File: config.mk
export PLATFORM = sky130hd
export DESIGN_NAME = ball_motion
export DESIGN_NICKNAME = d
export VERILOG_FILES = /design/src/rtl/pong_pkg.sv /design/src/rtl/ball_axis_clamp.sv /design/src/rtl/ball_motion.sv
export SDC_FILE = /design/constraint.sdc
export NUM_CORES = 1
export LEC_CHECK = 0
export CAP_MARGIN = 20
export CORE_ASPECT_RATIO = 1.5
export CORE_MARGIN = 2
export CORE_UTILIZATION = 55
export DETAILED_ROUTE_END_ITERATION = 8
export GPL_TIMING_DRIVEN = 0
export PLACE_DENSITY = 0.77
export SLEW_MARGIN = 40
export SYNTH_ARGS = -nofsm -noshare
export SYNTH_HDL_FRONTEND = slang
export SYNTH_SLANG_ARGS = --single-unit
File: constraint.sdc
create_clock -name clk -period 3.53 [get_ports clk]
set_clock_uncertainty 0.15 [all_clocks]
set_input_delay 0.706 -clock clk [delete_from_list [all_inputs] [get_ports clk]]
set_output_delay 0.706 -clock clk [all_outputs]
set_load 0.02 [all_outputs]
File: src/rtl/pong_pkg.sv
// Shared types and constants for the paddle-game ball logic.
package pong_pkg;

  typedef enum logic [1:0] {
    IDLE = 2'd0,
    HOLD = 2'd1,
    PLAY = 2'd2
  } ball_state_e;

  typedef enum logic {
    LEFT  = 1'b0,
    RIGHT = 1'b1
  } x_dir_e;

  localparam int VEL_W        = 6;
  localparam int MISS_COUNT_W = 4;

  typedef logic signed [VEL_W-1:0] vel_t;

endpackage

File: src/rtl/ball_axis_clamp.sv
// One-axis position step with wall clamping. The sum is formed two bits
// wider than the position so a step below zero stays negative and is
// caught by the lower limit instead of wrapping.
module ball_axis_clamp #(
  parameter int W = 10
) (
  input  logic [W-1:0]        pos,
  input  logic signed [W+1:0] step,
  input  logic [W-1:0]        lo,
  input  logic [W-1:0]        hi,
  output logic [W-1:0]        next_pos,
  output logic                hit_lo,
  output logic                hit_hi
);

  logic signed [W+1:0] sum;

  assign sum = signed'({2'b00, pos}) + step;

  // Clamp the stepped position into [lo, hi] and flag which side was hit.
  always_comb begin
    hit_lo   = 1'b0;
    hit_hi   = 1'b0;
    next_pos = sum[W-1:0];
    if (sum < signed'({2'b00, lo})) begin
      hit_lo   = 1'b1;
      next_pos = lo;
    end else if (sum > signed'({2'b00, hi})) begin
      hit_hi   = 1'b1;
      next_pos = hi;
    end
  end

endmodule

File: src/rtl/ball_motion.sv
// Ball kinematics: serve/hold/play sequencing, per-frame motion, wall and
// ceiling reflection, floor clamp, hit/miss reporting.
// Optional feature macro: BALL_GRAVITY_EN (vy decays by 1 per PLAY tick).
//
// state | meaning
// IDLE  | ball parked at serve point, waiting for serve
// HOLD  | counting frame ticks before launch
// PLAY  | ball moving, paddle/floor contact evaluated each tick
module ball_motion import pong_pkg::*; #(
  parameter int BIT_WIDTH    = 10,
  parameter int BALL_RADIUS  = 4,
  parameter int MID_X        = 320,
  parameter int SERVE_Y      = 240,
  parameter int FLOOR_Y      = 8,
  parameter int X_MAX        = 639,
  parameter int Y_MAX        = 479,
  parameter int VEL_WIDTH    = 6,
  parameter int SERVE_VY     = 3,
  parameter int SERVE_FRAMES = 60
) (
  input  logic                    clk,
  input  logic                    rst_n,
  input  logic                    frame_tick,
  input  logic                    serve,
  input  logic                    touchingPaddle,
  input  logic                    touchingFloor,
  output logic [BIT_WIDTH-1:0]    ballX,
  output logic [BIT_WIDTH-1:0]    ballY,
  output logic                    ball_active,
  output logic                    hit_pulse,
  output logic                    miss_pulse,
  output logic [MISS_COUNT_W-1:0] miss_count
);

  localparam int EW    = BIT_WIDTH + 2;
  localparam int CNT_W = (SERVE_FRAMES > 1) ? $clog2(SERVE_FRAMES) : 1;

  localparam logic [BIT_WIDTH-1:0] X_LO = BIT_WIDTH'(BALL_RADIUS);
  localparam logic [BIT_WIDTH-1:0] X_HI = BIT_WIDTH'(X_MAX - BALL_RADIUS);
  localparam logic [BIT_WIDTH-1:0] Y_LO = BIT_WIDTH'(FLOOR_Y + BALL_RADIUS);
  localparam logic [BIT_WIDTH-1:0] Y_HI = BIT_WIDTH'(Y_MAX - BALL_RADIUS);
  localparam logic [BIT_WIDTH-1:0] PARK_X = BIT_WIDTH'(MID_X);
  localparam logic [BIT_WIDTH-1:0] PARK_Y = BIT_WIDTH'(SERVE_Y);
  localparam logic [CNT_W-1:0]     HOLD_LAST = CNT_W'(SERVE_FRAMES - 1);

  ball_state_e                 state;
  x_dir_e                      x_dir;
  logic signed [VEL_WIDTH-1:0] vy;
  logic [CNT_W-1:0]            hold_cnt;

  x_dir_e                      dir_eff;
  x_dir_e                      dir_move;
  logic signed [EW-1:0]        x_step;
  logic signed [EW-1:0]        y_step;
  logic [BIT_WIDTH-1:0]        x_next;
  logic [BIT_WIDTH-1:0]        y_next;
  logic                        x_lo;
  logic                        x_hi;
  logic                        unused_y_lo;
  logic                        y_hi;
  logic signed [VEL_WIDTH-1:0] vy_after;
  logic signed [VEL_WIDTH-1:0] vy_play;

  // A paddle hit flips direction before the step of the same tick.
  assign dir_eff = touchingPaddle ? ((x_dir == LEFT) ? RIGHT : LEFT) : x_dir;
  assign x_step  = (dir_eff == RIGHT) ? {{(EW-1){1'b0}}, 1'b1} : {EW{1'b1}};
  assign y_step  = {{(EW-VEL_WIDTH){vy[VEL_WIDTH-1]}}, vy};

  ball_axis_clamp #(.W(BIT_WIDTH)) u_clamp_x (
    .pos      (ballX),
    .step     (x_step),
    .lo       (X_LO),
    .hi       (X_HI),
    .next_pos (x_next),
    .hit_lo   (x_lo),
    .hit_hi   (x_hi)
  );

  // The floor clamp only pins Y; its flag is not needed here because the
  // collision stage reports floor contact on the following tick.
  ball_axis_clamp #(.W(BIT_WIDTH)) u_clamp_y (
    .pos      (ballY),
    .step     (y_step),
    .lo       (Y_LO),
    .hi       (Y_HI),
    .next_pos (y_next),
    .hit_lo   (unused_y_lo),
    .hit_hi   (y_hi)
  );

  // Wall contact forces direction away from the wall; ceiling forces vy down.
  assign dir_move = x_lo ? RIGHT : (x_hi ? LEFT : dir_eff);
  assign vy_after = y_hi ? (vy[VEL_WIDTH-1] ? vy : -vy) : vy;

`ifdef BALL_GRAVITY_EN
  localparam logic signed [VEL_WIDTH-1:0] VY_MIN = {1'b1, {(VEL_WIDTH-1){1'b0}}};
  // Gravity pulls vy down by one per tick, stopping at the most negative value.
  assign vy_play = (vy_after == VY_MIN) ? vy_after : vy_after - VEL_WIDTH'(1);
`else
  assign vy_play = vy_after;
`endif

  // Sequencer plus registered position, velocity and reporting outputs.
  always_ff @(posedge clk or negedge rst_n) begin
    if (!rst_n) begin
      state       <= IDLE;
      x_dir       <= LEFT;
      vy          <= '0;
      hold_cnt    <= '0;
      ballX       <= PARK_X;
      ballY       <= PARK_Y;
      ball_active <= 1'b0;
      hit_pulse   <= 1'b0;
      miss_pulse  <= 1'b0;
      miss_count  <= '0;
    end else begin
      hit_pulse  <= 1'b0;
      miss_pulse <= 1'b0;
      case (state)
        IDLE: begin
          if (serve) begin
            state    <= HOLD;
            hold_cnt <= '0;
          end
        end
        HOLD: begin
          if (frame_tick) begin
            if (hold_cnt == HOLD_LAST) begin
              state       <= PLAY;
              x_dir       <= LEFT;
              vy          <= VEL_WIDTH'(SERVE_VY);
              ball_active <= 1'b1;
            end else begin
              hold_cnt <= hold_cnt + CNT_W'(1);
            end
          end
        end
        PLAY: begin
          if (frame_tick) begin
            if (!touchingPaddle && touchingFloor) begin
              miss_pulse  <= 1'b1;
              if (miss_count != '1) miss_count <= miss_count + MISS_COUNT_W'(1);
              state       <= IDLE;
              ball_active <= 1'b0;
              ballX       <= PARK_X;
              ballY       <= PARK_Y;
              x_dir       <= LEFT;
              vy          <= '0;
            end else begin
              hit_pulse <= touchingPaddle;
              ballX     <= x_next;
              ballY     <= y_next;
              x_dir     <= dir_move;
              vy        <= vy_play;
            end
          end
        end
        default: state <= IDLE;
      endcase
    end
  end

endmodule

==> results.cfg <==
[outcome]
outcome = finished, final reports clean

[setup_path]
r2r_end = vy[4]
worstSetupPathType = register to register
r2r-start = vy[5]
crit_required_ps = 3580
reg2reg_setup_slack_ps = 230
rr_worst_depth = 11
cp.arrival_ps = 3340
setup.worst_path.start = vy[5]
cp_slowest_stage_delay_ps = 510
setup.worst_path.end = vy[4]
slowest_stage = dfrtp_2
cp-end-kind = register
crit_path_cell_trace = ha_1 -> a2111oi_2 -> o21ai_1 -> a221oi_2 -> buf_4 -> xnor2_2 -> nor2b_1 -> a21boi_2 -> buf_4 -> a32o_1 -> a31o_2
cp_max_fo = 12
start_kind = register
crit_top_cell = buf_4

[drt]
drt_iter0_drc = 126
drc = 0
routed_wl_mm = 8.37
final_antenna_net_count = 0
wl_per_cell_um = 16.8
first_pass_iters = 4
vias = 3170
viasPerCell = 6.37

[global_routing]
gr-total-overflow = 0
grt_pass1_wl_mm = 13.6
gr-usage-met1 = 0.308
grt_use_total = 0.258
gr-max-usage-layer = met2
gr-usage-met3 = 0.0373
grt_start_max_net_pins = 43
grt_antenna_before_repair = 0
grt_util_met2 = 0.443
grt_pass1_vias = 2953

[sta]
slew_headroom = 0.520
fmax_mhz = 303
fin_crit_ps = 3300
final.setup.tns_ps = 0
setup_viol = 0
finalHoldViolCount = 0
period_share = 0.934
rsz0062_at_grt = no
worstMarginPinSlew_ps = 711
slew_violations = 0

[job]
cap_violations = 0

[logic_synthesis]
syn_nets = 409
async_reset_ff_frac = 1.00
synth_top_area_cell = dfrtp_1
seq_area_frac_synth = 0.317
synth_flop_cell = dfrtp_1
synth-seq-cells = 42
ys_types = 76
synth_edf_count = 0
synth.most_common_cell = dfrtp_1
synth.top_cells.by_count = 36 x dfrtp_1, 33 x nand2_1, 33 x nor2_1
syn_area_sq_mm = 0.00333
synth_area_leaders = dfrtp_1 27%, ha_1 7.5%, dfstp_2 4.7%, nand2_1 3.7%, nor2_1 3.7%
synth_area_per_cell_sq_um = 8.73
syn_inst = 382
synth_warnings = 0
yosysTopAreaCellShare = 0.270

[die]
io_pins = 33
core_area_sq_mm = 0.00583
die_w_um = 67.6
fp.dieH_um = 99.4
fp.dieArea_sq_mm = 0.00671
initial_utilization = 0.572
row_count = 34

[clocking]
clk_latency_ps = 300
h-tree-depth = 2
cts.path.max_buffers = 2
tritoncts = built
cts.sinks = 42
cts_made_buffers = 5
clkTransAtPathRegs_ps = 90
clockRootBuffer = clkbuf_8

[hold_path]
hold_class = primary input to async pin

[place]
postPlaceCellArea_sq_mm = 0.00373
port_buffers = 31
dpl.hpwl_mm = 6.08
routabilityCongestion = 0.856

[finish]
diodes = 0
syn_to_final_growth_pct = 17.9
fillers = 500
final_nets = 452
fin_area_sq_mm = 0.00393
drive_gt1_frac = 0.120
fin_util = 0.674
## area by class of cell
type,instances,area [sq um],share of cell area
clock inverters,2,13.8,0.00350
inverters,20,80.1,0.0204
repair buffers,36,340,0.0866
multi-input cells,307,2210,0.562
well taps,72,90.1,0.0229
clock buffers,6,72.6,0.0185
plain buffers,13,63.8,0.0162
flip-flops and latches,42,1060,0.270
## worst max-delay path: cells and delay by family (launching register included)
kind | cells | cell delay [ps]
AOI/OAI and AO/OA | 6 | 1390
DFF | 1 | 510
adders and majority gates | 1 | 430
buffers and inverters | 2 | 350
and+or+nand+nor | 1 | 210
xor gates and xnor gates | 1 | 160
## per-stage QoR
step,hold slack [ps],std cells,setup slack [ps]
floorplan,260,382,225
global placement,348,485,-812
detailed placement,353,485,-905
CTS,246,493,13.0
global route,267,498,19.3
finish,226,498,234
## state kept, by name, indices dropped and copies added (netlist names)
| signal | flops |
|---|---|
| ballY | 10 |
| x_dir | 1 |
| ballX | 10 |
| vy | 6 |
| state | 2 |
| miss_count | 4 |
| miss_pulse | 1 |
| ball_active | 1 |
| hit_pulse | 1 |
| hold_cnt | 6 |
## logic make-up after synthesis
kind of cell | count (synthesis) | share of synthesized area
AOI/OAI and AO/OA | 123 | 0.267
xor gates and xnor gates | 18 | 0.0552
DFF | 42 | 0.317
adders and majority gates | 21 | 0.0811
and+or+nand+nor | 140 | 0.223
muxes | 4 | 0.0124
buffers and inverters | 34 | 0.0443
## cell usage in the layout, fill, tap and decap left out, drive strengths merged, types with 3 or more instances in the layout
cell / netlist / final
a211o: 4 / 4
a211oi: 7 / 7
a21boi: 3 / 3
a21o: 8 / 8
a21oi: 22 / 22
a22o: 5 / 5
and3: 8 / 8
and4: 3 / 3
buf: 5 / 11
clkbuf: 9 / 15
clkdlybuf4s50: 0 / 29
dfrtp: 36 / 36
dfstp: 6 / 6
ha: 20 / 20
inv: 20 / 20
mux2i: 3 / 3
nand2: 33 / 33
nand2b: 10 / 10
nand3: 11 / 11
nand4: 8 / 8
nor2: 33 / 33
nor2b: 5 / 5
nor3: 9 / 9
nor4b: 5 / 5
o211ai: 6 / 7
o21a: 3 / 3
o21ai: 25 / 25
o21bai: 5 / 5
o22ai: 4 / 4
o32a: 3 / 3
or3: 3 / 3
or4: 3 / 3
xnor2: 11 / 11
xor2: 7 / 7
## routing by layer
layer | vias up | wire length [um]
li1 | 1518 | -
met4 | 0 | 227
met1 | 1526 | 3400
met2 | 102 | 4380
met3 | 24 | 355
met5 | - | 0
## how the worst min path moves through the flow
| stage | from | endpoint | depth (start not counted) |
|---|---|---|---|
| 2_1_floorplan | rst_n | ballX[0] | 0 |
| 3_3_place_gp | state[0] | state[0] | 2 |
| 3_5_place_dp | ballY[3] | ballY[3] | 2 |
| 4_1_cts | rst_n | hold_cnt[1] | 1 |
| 5_1_grt | rst_n | hold_cnt[1] | 1 |
| 6_report | rst_n | hit_pulse | 1 |
## timing repair
item                       4_1_cts  5_1_grt
resized for setup                4       14
hold buffers                     0        0
gates cloned                     0        1
setup buffers                    1        4
setup endpoints to repair       18       22
pin swaps                        1        3
Power is not shown: default switching activity piles up to over one toggle a cycle in this logic, so the estimate is an artifact.
